$ cat src/rtl/mem_loader.sv
// rtl/mem_loader.sv - serial byte-stream loader writing 32-bit words into instruction or data memory
module mem_loader #(
  parameter int WIDTH      = 32,
  parameter int ADDR_WIDTH = 10
) (
  input  logic                  clk,
  input  logic                  reset,
  input  logic                  byte_valid,
  input  logic [7:0]            byte_in,
  output logic                  byte_ready,
  output logic                  selector,
  output logic [WIDTH-1:0]      data_out,
  output logic [ADDR_WIDTH-1:0] addr,
  output logic                  wr_en,
  output logic                  busy,
  output logic                  done,
  output logic                  error
);

  localparam logic [7:0] HDR_IMEM = 8'h49;
  localparam logic [7:0] HDR_DMEM = 8'h44;

  typedef enum logic [2:0] {
    S_IDLE,
    S_CNT_LO,
    S_CNT_HI,
    S_DATA,
    S_WRITE,
    S_DONE
  } state_t;

  state_t                state_q, state_d;
  logic                  sel_q, sel_d;
  logic [WIDTH-1:0]      word_q, word_d;
  logic [ADDR_WIDTH-1:0] addr_q, addr_d;
  logic [15:0]           count_q, count_d;
  logic [1:0]            idx_q, idx_d;
  logic                  error_q, error_d;
  logic                  accept;

  assign byte_ready = (state_q == S_IDLE) || (state_q == S_CNT_LO) ||
                      (state_q == S_CNT_HI) || (state_q == S_DATA);
  assign accept     = byte_valid && byte_ready;

  always_comb begin
    state_d = state_q;
    sel_d   = sel_q;
    word_d  = word_q;
    addr_d  = addr_q;
    count_d = count_q;
    idx_d   = idx_q;
    error_d = 1'b0;
    unique case (state_q)
      S_IDLE: begin
        if (accept) begin
          if (byte_in == HDR_IMEM || byte_in == HDR_DMEM) begin
            sel_d   = (byte_in == HDR_DMEM);
            addr_d  = '0;
            state_d = S_CNT_LO;
          end else begin
            error_d = 1'b1;
          end
        end
      end
      S_CNT_LO: begin
        if (accept) begin
          count_d = {count_q[15:8], byte_in};
          state_d = S_CNT_HI;
        end
      end
      S_CNT_HI: begin
        if (accept) begin
          count_d = {byte_in, count_q[7:0]};
          idx_d   = 2'd0;
          state_d = ({byte_in, count_q[7:0]} == 16'd0) ? S_DONE : S_DATA;
        end
      end
      S_DATA: begin
        if (accept) begin
          // Little-endian: lane number equals arrival order within the word.
          word_d[{idx_q, 3'b000} +: 8] = byte_in;
          idx_d = idx_q + 2'd1;
          if (idx_q == 2'd3) state_d = S_WRITE;
        end
      end
      S_WRITE: begin
        count_d = count_q - 16'd1;
        addr_d  = addr_q + ADDR_WIDTH'(1);
        idx_d   = 2'd0;
        state_d = (count_q == 16'd1) ? S_DONE : S_DATA;
      end
      S_DONE: begin
        state_d = S_IDLE;
      end
      default: begin
        state_d = S_IDLE;
      end
    endcase
  end

  always_ff @(posedge clk) begin
    if (reset) begin
      state_q <= S_IDLE;
      sel_q   <= 1'b0;
      word_q  <= '0;
      addr_q  <= '0;
      count_q <= 16'd0;
      idx_q   <= 2'd0;
      error_q <= 1'b0;
    end else begin
      state_q <= state_d;
      sel_q   <= sel_d;
      word_q  <= word_d;
      addr_q  <= addr_d;
      count_q <= count_d;
      idx_q   <= idx_d;
      error_q <= error_d;
    end
  end

  // Address, select and word are registers so they keep pointing at the last load while idle.
  assign selector = sel_q;
  assign data_out = word_q;
  assign addr     = addr_q;
  assign wr_en    = (state_q == S_WRITE);
  assign busy     = (state_q != S_IDLE);
  assign done     = (state_q == S_DONE);
  assign error    = error_q;

endmodule

$ cat config.mk
export PLATFORM = sky130hd
export DESIGN_NAME = mem_loader
export DESIGN_NICKNAME = d
export VERILOG_FILES = /design/src/rtl/mem_loader.sv
export SDC_FILE = /design/constraint.sdc
export NUM_CORES = 1
export LEC_CHECK = 0
export ABC_AREA = 1
export CAP_MARGIN = 10
export CORE_MARGIN = 5
export CORE_UTILIZATION = 50
export DETAILED_ROUTE_END_ITERATION = 12
export MAX_ROUTING_LAYER = met4
export PLACE_DENSITY = 0.8
export RECOVER_POWER = 25
export SLEW_MARGIN = 20
export SYNTH_ARGS = -nofsm -noshare
export SYNTH_HDL_FRONTEND = slang
export SYNTH_SLANG_ARGS = --single-unit
$ cat constraint.sdc
create_clock -name clk -period 2 [get_ports clk]
set_input_delay 0.2 -clock clk [delete_from_list [all_inputs] [get_ports clk]]
set_output_delay 0.2 -clock clk [all_outputs]
set_load 0.05 [all_outputs]
# == Yosys cells after proc, flatten, opt, wreduce, memory -nomap -nowiden ==
# Cells that the tools add are included.
# Widths: inputs -> output; s select.
# op_classes
n_addsub,4
n_mul,0
div,0
order_cmp,0
eq_ne,15
shifts,2
n_mux,20
n_bitwise,4
n_reduce_logical,20
# op_table
cell,n
$pmux 16 s3,1
$bwmux 32,1
$shift 8x7->32 const A,1
$shiftx 8x7->32,1
$mux 3,8
$mux 10,2
$pmux 10 s2,1
$eq 16x1->1 const B,1
$eq 8x7->1 const B,2
$logic_not 16->1,1
$mux 16,1
$sub 16x1->16 const B,1
$pmux 3 s5,1
$reduce_and 3->1,5
$add 10x1->10 const B,1
$mux 8,1
$ne 2x2->1 const B,4
$neg 5->7,1
$eq 3x2->1 const B,2
$eq 3x3->1 const B,2
$pmux 2 s3,1
$reduce_and 6->1,1
$reduce_bool 2->1,3
$reduce_bool 3->1,2
12 further kinds,20
# totals
ff_bits,65
latch_bits,0
mem_bits_rw,0
mem_bits_ro,0
inputBits,11
output_inout_bits,48
wordCells,73
memories,0

# == Logic depth before layout (Yosys ltp) ==
# Gate-level depths: netlist (run 1).
# logic_depth
word_depth,7
ltp_mapped,10
mapped_depth_nobuf,9

# == Least setup slack after synthesis (run 1) ==
# Ideal clock, no wire load.
# synth_path
path_kind,register to register
from,register idx_q[0]
to,"register word_q[0], in the netlist data_out[0]"
setup_time_ns,0.132
t_arrival_ns,1.546
required_time_ns,1.868
setup_slack_ns,0.321
stages_incl_launch_ff,9
n_path_buf,1
synth_period_minus_slack_ns,1.679
cell_sequence,dfxtp_1 -> inv_1 -> ha_1 -> buf_2 -> clkinv_1 -> nand3_1 -> nor2_1 -> nand3_1 -> a21oi_1
# synth_between
elab_chain_cells,3
word_cells_on_any_way,4
classes_between,add/sub (1); shift (2); mux (1)
# synth_lines
element,line_no,text
"start, declared",37,"logic [1:0] idx_q, idx_d;"
"start signal, assigned",116,idx_q <= idx_d;
$neg 5->7 (*),81,"word_d[{idx_q, 3'b000} +: 8] = byte_in;"
$shiftx 8x7->32 or $shift 8x7->32 (tied branches),81,
$bwmux 32 (*),81,
"end signal, assigned",113,word_q <= word_d;
"end, declared",34,"logic [WIDTH-1:0] word_q, word_d;"
# Mark *: on every way between the ends. The rest lies on a longest branch, timed or not.
# A chain may end at the register's enable or synchronous reset.

# == Worst setup path in the final report (run 1) ==
# layout_path
from,register state_q[2]
to,output port byte_ready
# layout_between
elab_chain_cells,4
word_cells_on_any_way,7
classes_between,eq/ne (3); reduce/logical (4)
# layout_lines
element,line_no,text
"start, declared",32,"state_t state_q, state_d;"
"start signal, assigned",111,state_q <= state_d;
$eq 3x1->1 or $logic_not 3->1 (tied branches),41,assign byte_ready = (state_q == S_IDLE) || (state_q == S_CNT_LO) ||
$logic_or 1x1->1 (2 in series),41,
$logic_or 1x1->1 (*),42,(state_q == S_CNT_HI) || (state_q == S_DATA);
"end, declared",10,"output logic byte_ready,"
# Marked as above.

==> results.sh, run 1 <==
export IMPL_run_status="finished clean"
export IMPL_global_route_overflow_total=0
export IMPL_p_per_area_mw_per_mm2=611
export IMPL_drtPass1Iterations=4
export IMPL_synth_enable_flop_cells=0
export IMPL_async_reset_ff_frac=0
export IMPL_weighted_congestion_at_the_end_of_routability_driven_global_placement=0.935
export IMPL_ios=59
export IMPL_clockRootBuffer="sky130_fd_sc_hd__clkbuf_8"
export IMPL_start_util=0.518
export IMPL_synth_lib_cells_used_distinct=37
export IMPL_post_cts_hold_buffer_count=0
export IMPL_post_route_cells_drive_above_1_share=0.0911
export IMPL_ff_latch_area_mm2=0.00130
export IMPL_routed_via_count=3696
export IMPL_die_height_um=94.4
export IMPL_cpPeakStageDelay_ns=0.80
export IMPL_timing_final_ws_setup_ns=0.164
export IMPL_mostFrequentLayoutCell="sky130_fd_sc_hd__nand2_1"
export IMPL_floorplan_die_area_mm2=0.00891
export IMPL_cap_viol_max_count=0
export IMPL_hpwlAfterDp_um=6800
export IMPL_yosys_warnings=0
export IMPL_final_min_clock_period_ns=1.84
export IMPL_worstSetupEndpointType="primary output"
export IMPL_worst_slew_pin_transition_ns=0.595
export IMPL_synth_ff_type="sky130_fd_sc_hd__dfxtp_1"
export IMPL_final_cell_mix="104 x sky130_fd_sc_hd__nand2_1, 65 x sky130_fd_sc_hd__dfxtp_1, 57 x sky130_fd_sc_hd__nor2_1, 54 x sky130_fd_sc_hd__clkdlybuf4s50_1"
export IMPL_buffering_stage_count_on_the_worst_path_with_inverters_included=2
export IMPL_postSynthRegisterBits=65
export IMPL_rr_worst_depth=7
export IMPL_antenna_cells=0
export IMPL_cts_htree_levels=3
export IMPL_worst_endpoint_required_time_ns=1.80
export IMPL_critPathKind="flop to primary output"
export IMPL_count_of_filler_cells_inserted_in_the_layout=613
export IMPL_cts_num_sinks=65
export IMPL_multi_input_area_mm2=0.00190
export IMPL_finish_net_count=598
export IMPL_place_worst_setup_slack_ns=0.211
export IMPL_seq_power_share=0.476
export IMPL_critical_path_top_delay_family="buffers and inverters"
export IMPL_worst_setup_hold_path_clk_slew_ns=0.07
export IMPL_setup_worst_path_start_class="flop"
export IMPL_internal_power_mw=2.11
export IMPL_worstPathArrival_ns=1.64
export IMPL_syn_instance_count=514
export IMPL_max_slew_margin=0.605
export IMPL_worst_clk_skew_ns=0.00780
export IMPL_timing_hold_worst_class="flop to flop"
export IMPL_cp_max_delay_cell="sky130_fd_sc_hd__clkdlybuf4s50_1"
export IMPL_post_cts_buffers=0
export IMPL_postSynthNetCount=535
export IMPL_synthesis_to_finish_area_growth_pct=25.3
export IMPL_min_delay_path_depth=2
export IMPL_cts_inserted_buffers=9
export IMPL_residual_drc_count=0
export IMPL_register_area_share_after_synthesis=0.365
export IMPL_drt_first_iter_violations=234
export IMPL_setup_viol=0
export IMPL_timing_final_hold_violations=0
export IMPL_p_leak_nw=1.90
export IMPL_period_share=0.918
export IMPL_peakVddDrop_uv=385
export IMPL_max_freq_mhz=545
export IMPL_power_switching_fraction=0.226
export IMPL_detail_route_wirelength_um=9480
export IMPL_grt_antenna_before_repair=0
export IMPL_grt_pass1_vias=3645
export IMPL_cts_buffer_depth=2
export IMPL_cp_depth=2
export IMPL_detail_route_wl_per_cell_um=14.0
export IMPL_reg2reg_setup_slack_ns=0.25
export IMPL_tritoncts="done"
export IMPL_critPathMaxFanout=6
export IMPL_grtUsageTotal=0.233
export IMPL_clk_insertion_delay_late_ns=0.35
export IMPL_fin_util=0.650
export IMPL_cts_repair_resized=0
export IMPL_clockPowerShare=0.474
export IMPL_pwr_share_comb=0.050
export IMPL_row_count=30
export IMPL_maximum_number_of_pins_on_one_net_before_global_route_repair=35
export IMPL_syn_area_mm2=0.00356
export IMPL_fp_coreArea_mm2=0.00687
export IMPL_portBuffers=58
export IMPL_finalSetupTns_ns=0
export IMPL_path_cells="inv_1 > clkdlybuf4s50_1"
export IMPL_p_sw_mw=0.615
export IMPL_ant_nets=0
export IMPL_grt_first_pass_wirelength_um=16100
export IMPL_grt_setup_unrepaired="false"
export IMPL_viasPerCell=5.45
export IMPL_report_final_slew_viol_count=0
export IMPL_synthesis_area_per_instance_um2=6.93
export IMPL_fp_dieW_um=94.4
[path summary, 6_finish.rpt]
path                                  start     endpoint
worst max-delay path             state_q[2]   byte_ready
worst min-delay path            data_out[6]  data_out[6]
worst max register to register     idx_q[1]  data_out[3]
worst min register to register  data_out[6]  data_out[6]
[final cells by class]
cell class              count  area share
well taps                  96      0.0269
repair buffers             73       0.156
inverters                  57      0.0491
flip-flops and latches     65       0.292
clock buffers              11      0.0339
multi-input cells         371       0.426
clock inverters             5      0.0174
[synth_stat cells, types with 3 or more instances]
| cell type | count | area (um2) |
|---|---|---|
| sky130_fd_sc_hd__ha_1 | 10 | 125 |
| sky130_fd_sc_hd__nand2_2 | 3 | 18.8 |
| sky130_fd_sc_hd__o211a_1 | 12 | 120 |
| sky130_fd_sc_hd__inv_2 | 3 | 11.3 |
| sky130_fd_sc_hd__o21bai_1 | 3 | 22.5 |
| sky130_fd_sc_hd__nor3_1 | 10 | 50.1 |
| sky130_fd_sc_hd__o21ai_0 | 34 | 170 |
| sky130_fd_sc_hd__a21oi_1 | 51 | 255 |
| sky130_fd_sc_hd__buf_6 | 3 | 33.8 |
| sky130_fd_sc_hd__dfxtp_1 | 65 | 1300 |
| sky130_fd_sc_hd__nand4_1 | 6 | 37.5 |
| sky130_fd_sc_hd__buf_2 | 8 | 40.0 |
| sky130_fd_sc_hd__o21ai_1 | 7 | 35.0 |
| sky130_fd_sc_hd__nand2_1 | 104 | 390 |
| sky130_fd_sc_hd__nor2_1 | 56 | 210 |
| sky130_fd_sc_hd__inv_1 | 50 | 188 |
| sky130_fd_sc_hd__nand3_1 | 51 | 255 |
| sky130_fd_sc_hd__clkbuf_1 | 8 | 30.0 |
| sky130_fd_sc_hd__nor2_4 | 3 | 33.8 |
| sky130_fd_sc_hd__a31oi_1 | 4 | 25.0 |
[kinds of logic (layout without fill, tap and decap cells)]
kind of cell,Yosys count,in the layout,synth area share
buf+inv,78,146,0.0970
compound gates,122,122,0.206
fa+ha+maj,10,10,0.0351
simple gates,238,238,0.294
xor+xnor,1,1,0.00246
flops,65,65,0.365
[tightest hold or removal path, stage by stage, from the launching register on]
cell	delay (ns)
sky130_fd_sc_hd__dfxtp_1	0.31
sky130_fd_sc_hd__nand2_1	0.06
sky130_fd_sc_hd__a21oi_1	0.05
[flip-flops by register name (all words and copies together) (netlist names)]
signal / count
selector: 1
data_out: 32
state_q: 3
idx_q: 2
addr: 10
error: 1
count_q: 16
[power groups by stage]
stage	Sequential [mW]	Combinational [mW]	Clock [mW]
after global placement	1.33	0.131	0
final	1.30	0.135	1.29
after floorplan	1.33	0.0643	0
after CTS	1.30	0.134	1.29
after global routing	1.30	0.146	1.36
after detailed placement	1.33	0.134	0
[per-layer routing]
| metal | global-route usage | routed length [um] | vias up |
|---|---|---|---|
| met5 | - | 0 | - |
| met4 | 0.112 | 301 | 0 |
| met3 | 0.0470 | 516 | 31 |
| met2 | 0.381 | 4620 | 128 |
| met1 | 0.273 | 4040 | 1703 |
| li1 | - | - | 1834 |
[stage by stage]
stage                     instance area, um2  cells  hold slack (ns)  power, mW
after CTS                               4480    678            0.468       2.73
after detailed placement                4250    662            0.453       1.46
after global placement                  4250    662            0.451       1.46
final                                   4460    678            0.462       2.72
after floorplan                         3560    514            0.362       1.40
after global routing                    4460    678            0.491       2.80
(Power assumes the default switching activity.)
==> run 2: changes to the inputs <==
--- a/config.mk
+++ b/config.mk
@@ -7,8 +7,9 @@
 export LEC_CHECK = 0
 export ABC_AREA = 1
 export CAP_MARGIN = 10
+export CORE_ASPECT_RATIO = 1.25
 export CORE_MARGIN = 5
-export CORE_UTILIZATION = 50
+export CORE_UTILIZATION = 48
 export DETAILED_ROUTE_END_ITERATION = 12
 export MAX_ROUTING_LAYER = met4
 export PLACE_DENSITY = 0.8
==> constraint.sdc (replaced) <==
create_clock -name clk -period 1.6 [get_ports clk]
set_input_delay 0.16 -clock clk [delete_from_list [all_inputs] [get_ports clk]]
set_output_delay 0.16 -clock clk [all_outputs]
set_load 0.05 [all_outputs]
==> results.sh, run 2 (synthesis gave the netlist of run 1 again) <==
export IMPL_run_status="finished clean"
export IMPL_max_freq_mhz=642
export IMPL_period_share=0.974
export IMPL_row_count=35
export IMPL_fp_dieW_um=87.0
export IMPL_fp_coreArea_mm2=0.00731
export IMPL_worstPathArrival_ns=1.40
export IMPL_worst_setup_hold_path_clk_slew_ns=0.07
export IMPL_grt_antenna_before_repair=0
export IMPL_p_per_area_mw_per_mm2=709
export IMPL_cap_viol_max_count=0
export IMPL_timing_final_ws_setup_ns=0.0418
export IMPL_report_final_slew_viol_count=0
export IMPL_setup_worst_path_start_class="flop"
export IMPL_p_leak_nw=2.03
export IMPL_antenna_cells=0
export IMPL_ant_nets=0
export IMPL_fin_util=0.621
export IMPL_worst_slew_pin_transition_ns=0.605
export IMPL_portBuffers=58
export IMPL_regToRegEndpoint="count_q[11]"
export IMPL_cts_buffer_depth=2
export IMPL_mostFrequentLayoutCell="sky130_fd_sc_hd__nand2_1"
export IMPL_grt_first_pass_wirelength_um=15900
export IMPL_maximum_number_of_pins_on_one_net_before_global_route_repair=35
export IMPL_cts_inserted_buffers=9
export IMPL_finish_net_count=626
export IMPL_timing_final_hold_violations=0
export IMPL_hold_path_startpoint="data_out[0]"
export IMPL_worst_clk_skew_ns=0.0105
export IMPL_largest_register_ff_count=32
export IMPL_start_util=0.487
export IMPL_grtUsageTotal=0.218
export IMPL_tritoncts="done"
export IMPL_weighted_congestion_at_the_end_of_routability_driven_global_placement=0.981
export IMPL_worst_hold_path_endpoint="data_out[0]"
export IMPL_detail_route_wl_per_cell_um=13.9
export IMPL_grt_setup_unrepaired="true"
export IMPL_clk_insertion_delay_late_ns=0.35
export IMPL_max_slew_margin=0.598
export IMPL_drt_first_iter_violations=316
export IMPL_post_route_cells_drive_above_1_share=0.189
export IMPL_timing_hold_worst_class="flop to flop"
export IMPL_worstSetupEndpointType="primary output"
export IMPL_count_of_filler_cells_inserted_in_the_layout=663
export IMPL_global_route_overflow_total=0
export IMPL_min_delay_path_depth=2
export IMPL_place_worst_setup_slack_ns=-0.0393
export IMPL_ios=59
export IMPL_residual_drc_count=0
export IMPL_critPathMaxFanout=12
export IMPL_clockRootBuffer="sky130_fd_sc_hd__clkbuf_8"
export IMPL_die_height_um=106
export IMPL_cts_htree_levels=3
export IMPL_detail_route_wirelength_um=9750
export IMPL_grt_pass1_vias=3595
export IMPL_cts_num_sinks=65
export IMPL_synthesis_to_finish_area_growth_pct=27.6
export IMPL_drtPass1Iterations=5
export IMPL_viasPerCell=5.43
export IMPL_critPathKind="flop to primary output"
export IMPL_hpwlAfterDp_um=7290
export IMPL_worst_endpoint_required_time_ns=1.44
export IMPL_routed_via_count=3809
export IMPL_reg2reg_setup_slack_ns=0.11
export IMPL_final_min_clock_period_ns=1.56
export IMPL_peakVddDrop_uv=492
export IMPL_setup_viol=0
export IMPL_crit_reg2reg_launch="state_q[0]"
export IMPL_final_cell_mix="102 x sky130_fd_sc_hd__nand2_1, 62 x sky130_fd_sc_hd__dfxtp_1, 57 x sky130_fd_sc_hd__buf_4, 53 x sky130_fd_sc_hd__nor2_1, 51 x sky130_fd_sc_hd__a21oi_1"
export IMPL_floorplan_die_area_mm2=0.00925
export IMPL_finalSetupTns_ns=0
export IMPL_totalPowerFinal_mw=3.22
export IMPL_rr_worst_depth=8
-- run 2: routing by layer --
layer,vias to the layer above,wire length (um),track usage
met4,0,243,0.0802
met3,23,441,0.0380
met5,-,0,-
li1,1901,-,-
met2,113,5070,0.387
met1,1772,3990,0.240
-- run 2: worst max path at each step --
stage / start / to / slack [ns] / cells past startpoint
finish: state_q[0] / wr_en / 0.04 / 5
CTS: state_q[0] / wr_en / 0.01 / 5
floorplan: idx_q[0] / data_out[0] / 0.00009 / 8
global route: idx_q[0] / data_out[0] / -0.007 / 7
global placement: byte_in[5] / addr[0] / -0.02 / 9
detailed placement: byte_in[5] / addr[0] / -0.04 / 9
-- run 2: critical path, cell delays in order (launching register included) --
cell and delay [ns]:
sky130_fd_sc_hd__dfxtp_1 0.35, sky130_fd_sc_hd__nor2_1 0.17, sky130_fd_sc_hd__nand2_2 0.11, sky130_fd_sc_hd__inv_1 0.13
sky130_fd_sc_hd__buf_12 0.15, sky130_fd_sc_hd__buf_12 0.14
-- run 2: cell type report --
cell class	instances	area (um2)	share of cell area
Clock buffer	11	141	0.0311
Clock inverter	5	55.1	0.0121
Inverter	57	224	0.0493
Multi-Input combinational cell	372	1950	0.430
Sequential cell	65	1310	0.287
Tap cell	92	115	0.0253
Timing Repair Buffer	100	749	0.165
-- run 2: per-stage QoR --
step	area (um2)	hold slack, ns	cells
2_1_floorplan	3570	0.322	514
3_3_place_gp	4370	0.456	681
3_5_place_dp	4370	0.455	681
4_1_cts	4570	0.466	697
5_1_grt	4540	0.485	702
6_report	4540	0.461	702
-- run 2: report_power, final --
group / switching [mW] / internal (mW)
clock: 0.649 / 0.757
combinational: 0.115 / 0.0790
sequential: 0.00213 / 1.62
total: 0.766 / 2.46
-- run 2: repair_timing --
item / CTS / global route
endpoints found under the setup margin: 1 / 24
gates resized for setup: 2 / 11
buffers inserted: 0 / 4
pin swaps: 0 / 2
hold buffers: 0 / 0
cloned: 0 / 1
==> run 3: changes to the inputs <==
--- a/config.mk
+++ b/config.mk
@@ -9,12 +9,11 @@
 export CAP_MARGIN = 10
 export CORE_ASPECT_RATIO = 1.25
 export CORE_MARGIN = 5
-export CORE_UTILIZATION = 48
+export CORE_UTILIZATION = 50
 export DETAILED_ROUTE_END_ITERATION = 12
 export MAX_ROUTING_LAYER = met4
 export PLACE_DENSITY = 0.8
 export RECOVER_POWER = 25
-export SLEW_MARGIN = 20
 export SYNTH_ARGS = -nofsm -noshare
 export SYNTH_HDL_FRONTEND = slang
 export SYNTH_SLANG_ARGS = --single-unit
==> constraint.sdc (replaced) <==
create_clock -name clk -period 1.5 [get_ports clk]
set_input_delay 0.15 -clock clk [delete_from_list [all_inputs] [get_ports clk]]
set_output_delay 0.15 -clock clk [all_outputs]
set_load 0.05 [all_outputs]
==> results.sh, run 3 (synthesis gave the netlist of run 1 again) <==
export IMPL_final_cell_mix="101 x sky130_fd_sc_hd__nand2_1, 62 x sky130_fd_sc_hd__buf_4, 58 x sky130_fd_sc_hd__dfxtp_1"
export IMPL_reg2reg_setup_slack_ns=0.07
export IMPL_finalSetupTns_ns=0
export IMPL_run_status="finished clean"
export IMPL_fp_coreArea_mm2=0.00693
export IMPL_grtUsageTotal=0.230
export IMPL_timing_final_hold_violations=0
export IMPL_setup_viol=0
export IMPL_cp_max_delay_cell="sky130_fd_sc_hd__dfxtp_2"
export IMPL_weighted_congestion_at_the_end_of_routability_driven_global_placement=0.916
export IMPL_grt_pass1_vias=3709
export IMPL_p_per_area_mw_per_mm2=807
export IMPL_worst_slew_pin_transition_ns=0.619
export IMPL_cpPeakStageDelay_ns=0.36
export IMPL_max_slew_margin=0.589
export IMPL_routed_via_count=3772
export IMPL_finish_net_count=629
export IMPL_clockRootBuffer="sky130_fd_sc_hd__clkbuf_8"
export IMPL_worst_endpoint_required_time_ns=1.35
export IMPL_row_count=34
export IMPL_maximum_number_of_pins_on_one_net_before_global_route_repair=35
export IMPL_tritoncts="done"
export IMPL_final_min_clock_period_ns=1.48
export IMPL_worstPathArrival_ns=1.33
export IMPL_critical_path_top_delay_family="buffers and inverters"
export IMPL_synthesis_to_finish_area_growth_pct=32.6
export IMPL_start_util=0.514
export IMPL_post_cts_hold_buffer_count=0
export IMPL_p_leak_nw=2.11
export IMPL_setup_worst_path_start_class="flop"
export IMPL_peakVddDrop_uv=610
export IMPL_cts_inserted_buffers=9
export IMPL_max_freq_mhz=677
export IMPL_grt_setup_unrepaired="true"
export IMPL_fin_util=0.681
export IMPL_ios=59
export IMPL_drt_first_iter_violations=233
export IMPL_placed_cells=684
export IMPL_clk_insertion_delay_late_ns=0.34
export IMPL_residual_drc_count=0
export IMPL_cts_htree_levels=3
export IMPL_floorplan_die_area_mm2=0.00892
export IMPL_timing_final_ws_setup_ns=0.0224
export IMPL_layoutNonFillerInstCount=703
export IMPL_detail_route_wl_per_cell_um=14.2
export IMPL_portBuffers=58
export IMPL_cts_num_sinks=65
export IMPL_grt_first_pass_wirelength_um=16400
export IMPL_path_cells="nor2_4 > nand2_2 > inv_2 > buf_12 > buf_12"
export IMPL_cap_viol_max_count=0
export IMPL_timing_hold_worst_class="flop to flop"
export IMPL_mostFrequentLayoutCell="sky130_fd_sc_hd__nand2_1"
export IMPL_die_height_um=104
export IMPL_viasPerCell=5.37
export IMPL_place_worst_setup_slack_ns=-0.122
export IMPL_grt_antenna_before_repair=0
export IMPL_multi_input_area_mm2=0.00199
export IMPL_ant_nets=0
export IMPL_buffering_stage_count_on_the_worst_path_with_inverters_included=3
export IMPL_cts_buffer_depth=2
export IMPL_placedInstanceArea_mm2=0.00446
export IMPL_hpwlAfterDp_um=7190
export IMPL_period_share=0.985
export IMPL_largest_register_ff_count=32
export IMPL_drtPass1Iterations=7
export IMPL_critPathKind="flop to primary output"
export IMPL_global_route_overflow_total=0
export IMPL_report_final_slew_viol_count=0
export IMPL_critPathMaxFanout=12
export IMPL_worst_setup_hold_path_clk_slew_ns=0.07
export IMPL_totalPowerFinal_mw=3.81
export IMPL_post_route_cell_area_mm2=0.00472
export IMPL_ff_latch_area_mm2=0.00131
export IMPL_post_route_cells_drive_above_1_share=0.225
export IMPL_hold_slack_ns=0.463
export IMPL_fp_dieW_um=85.5
export IMPL_count_of_filler_cells_inserted_in_the_layout=598
export IMPL_critical_path_top_cell_by_count="sky130_fd_sc_hd__buf_12"
export IMPL_worstSetupEndpointType="primary output"
export IMPL_detail_route_wirelength_um=9970
export IMPL_antenna_cells=0
export IMPL_worst_clk_skew_ns=0.00543
==> run 3: changes by cell type in the layout (fill, tap and decap cells not counted), moves of 3 or more <==
cell | before | now
sky130_fd_sc_hd__buf_12 | 6 | 9
sky130_fd_sc_hd__nor2_1 | 53 | 50
sky130_fd_sc_hd__buf_4 | 57 | 62
sky130_fd_sc_hd__clkbuf_1 | 28 | 23
sky130_fd_sc_hd__dfxtp_1 | 62 | 58
sky130_fd_sc_hd__inv_2 | 5 | 10
sky130_fd_sc_hd__clkinv_4 | 0 | 3
sky130_fd_sc_hd__inv_1 | 47 | 43
sky130_fd_sc_hd__dfxtp_2 | 3 | 6
==> run 3: power by group <==
part / internal, mW / switching, mW
clock network: 1.15 / 0.714
registers: 1.73 / 0.00260
logic: 0.0921 / 0.124
==> run 3: final cells by class <==
cell class,count,share of cell area
Multi-Input combinational cell,371,0.421
Sequential cell,65,0.278
Timing Repair Buffer,104,0.176
Inverter,57,0.0474
Clock buffer,10,0.0291
Clock inverter,6,0.0244
Tap cell,90,0.0238
==> run 3: what timing repair did <==
action / CTS / global route
setup buffers: 0 / 3
gates resized for setup: 9 / 19
pin swaps: 0 / 2
setup endpoints to repair: 14 / 50
==> run 3: worst min-delay path, stage by stage, from the launching register on <==
cell                      delay [ns]
sky130_fd_sc_hd__dfxtp_1        0.31
sky130_fd_sc_hd__nand2_1        0.06
sky130_fd_sc_hd__a21oi_1        0.05
==> run 3: worst paths after layout <==
check,depth (start not counted),startpoint,end
hold / removal,2,data_out[22],data_out[22]
setup / recovery,5,state_q[0],wr_en
hold reg to reg,2,data_out[22],data_out[22]
setup reg to reg,7,idx_q[1],data_out[0]
==> run 3: routing by layer <==
layer / wire, um / share of wire / track usage / vias up
li1: - / - / - / 1891
met1: 3890 / 0.39 / 0.246 / 1714
met2: 5120 / 0.51 / 0.400 / 121
met3: 485 / 0.049 / 0.0404 / 46
met4: 475 / 0.048 / 0.119 / 0
met5: 0 / 0 / - / -
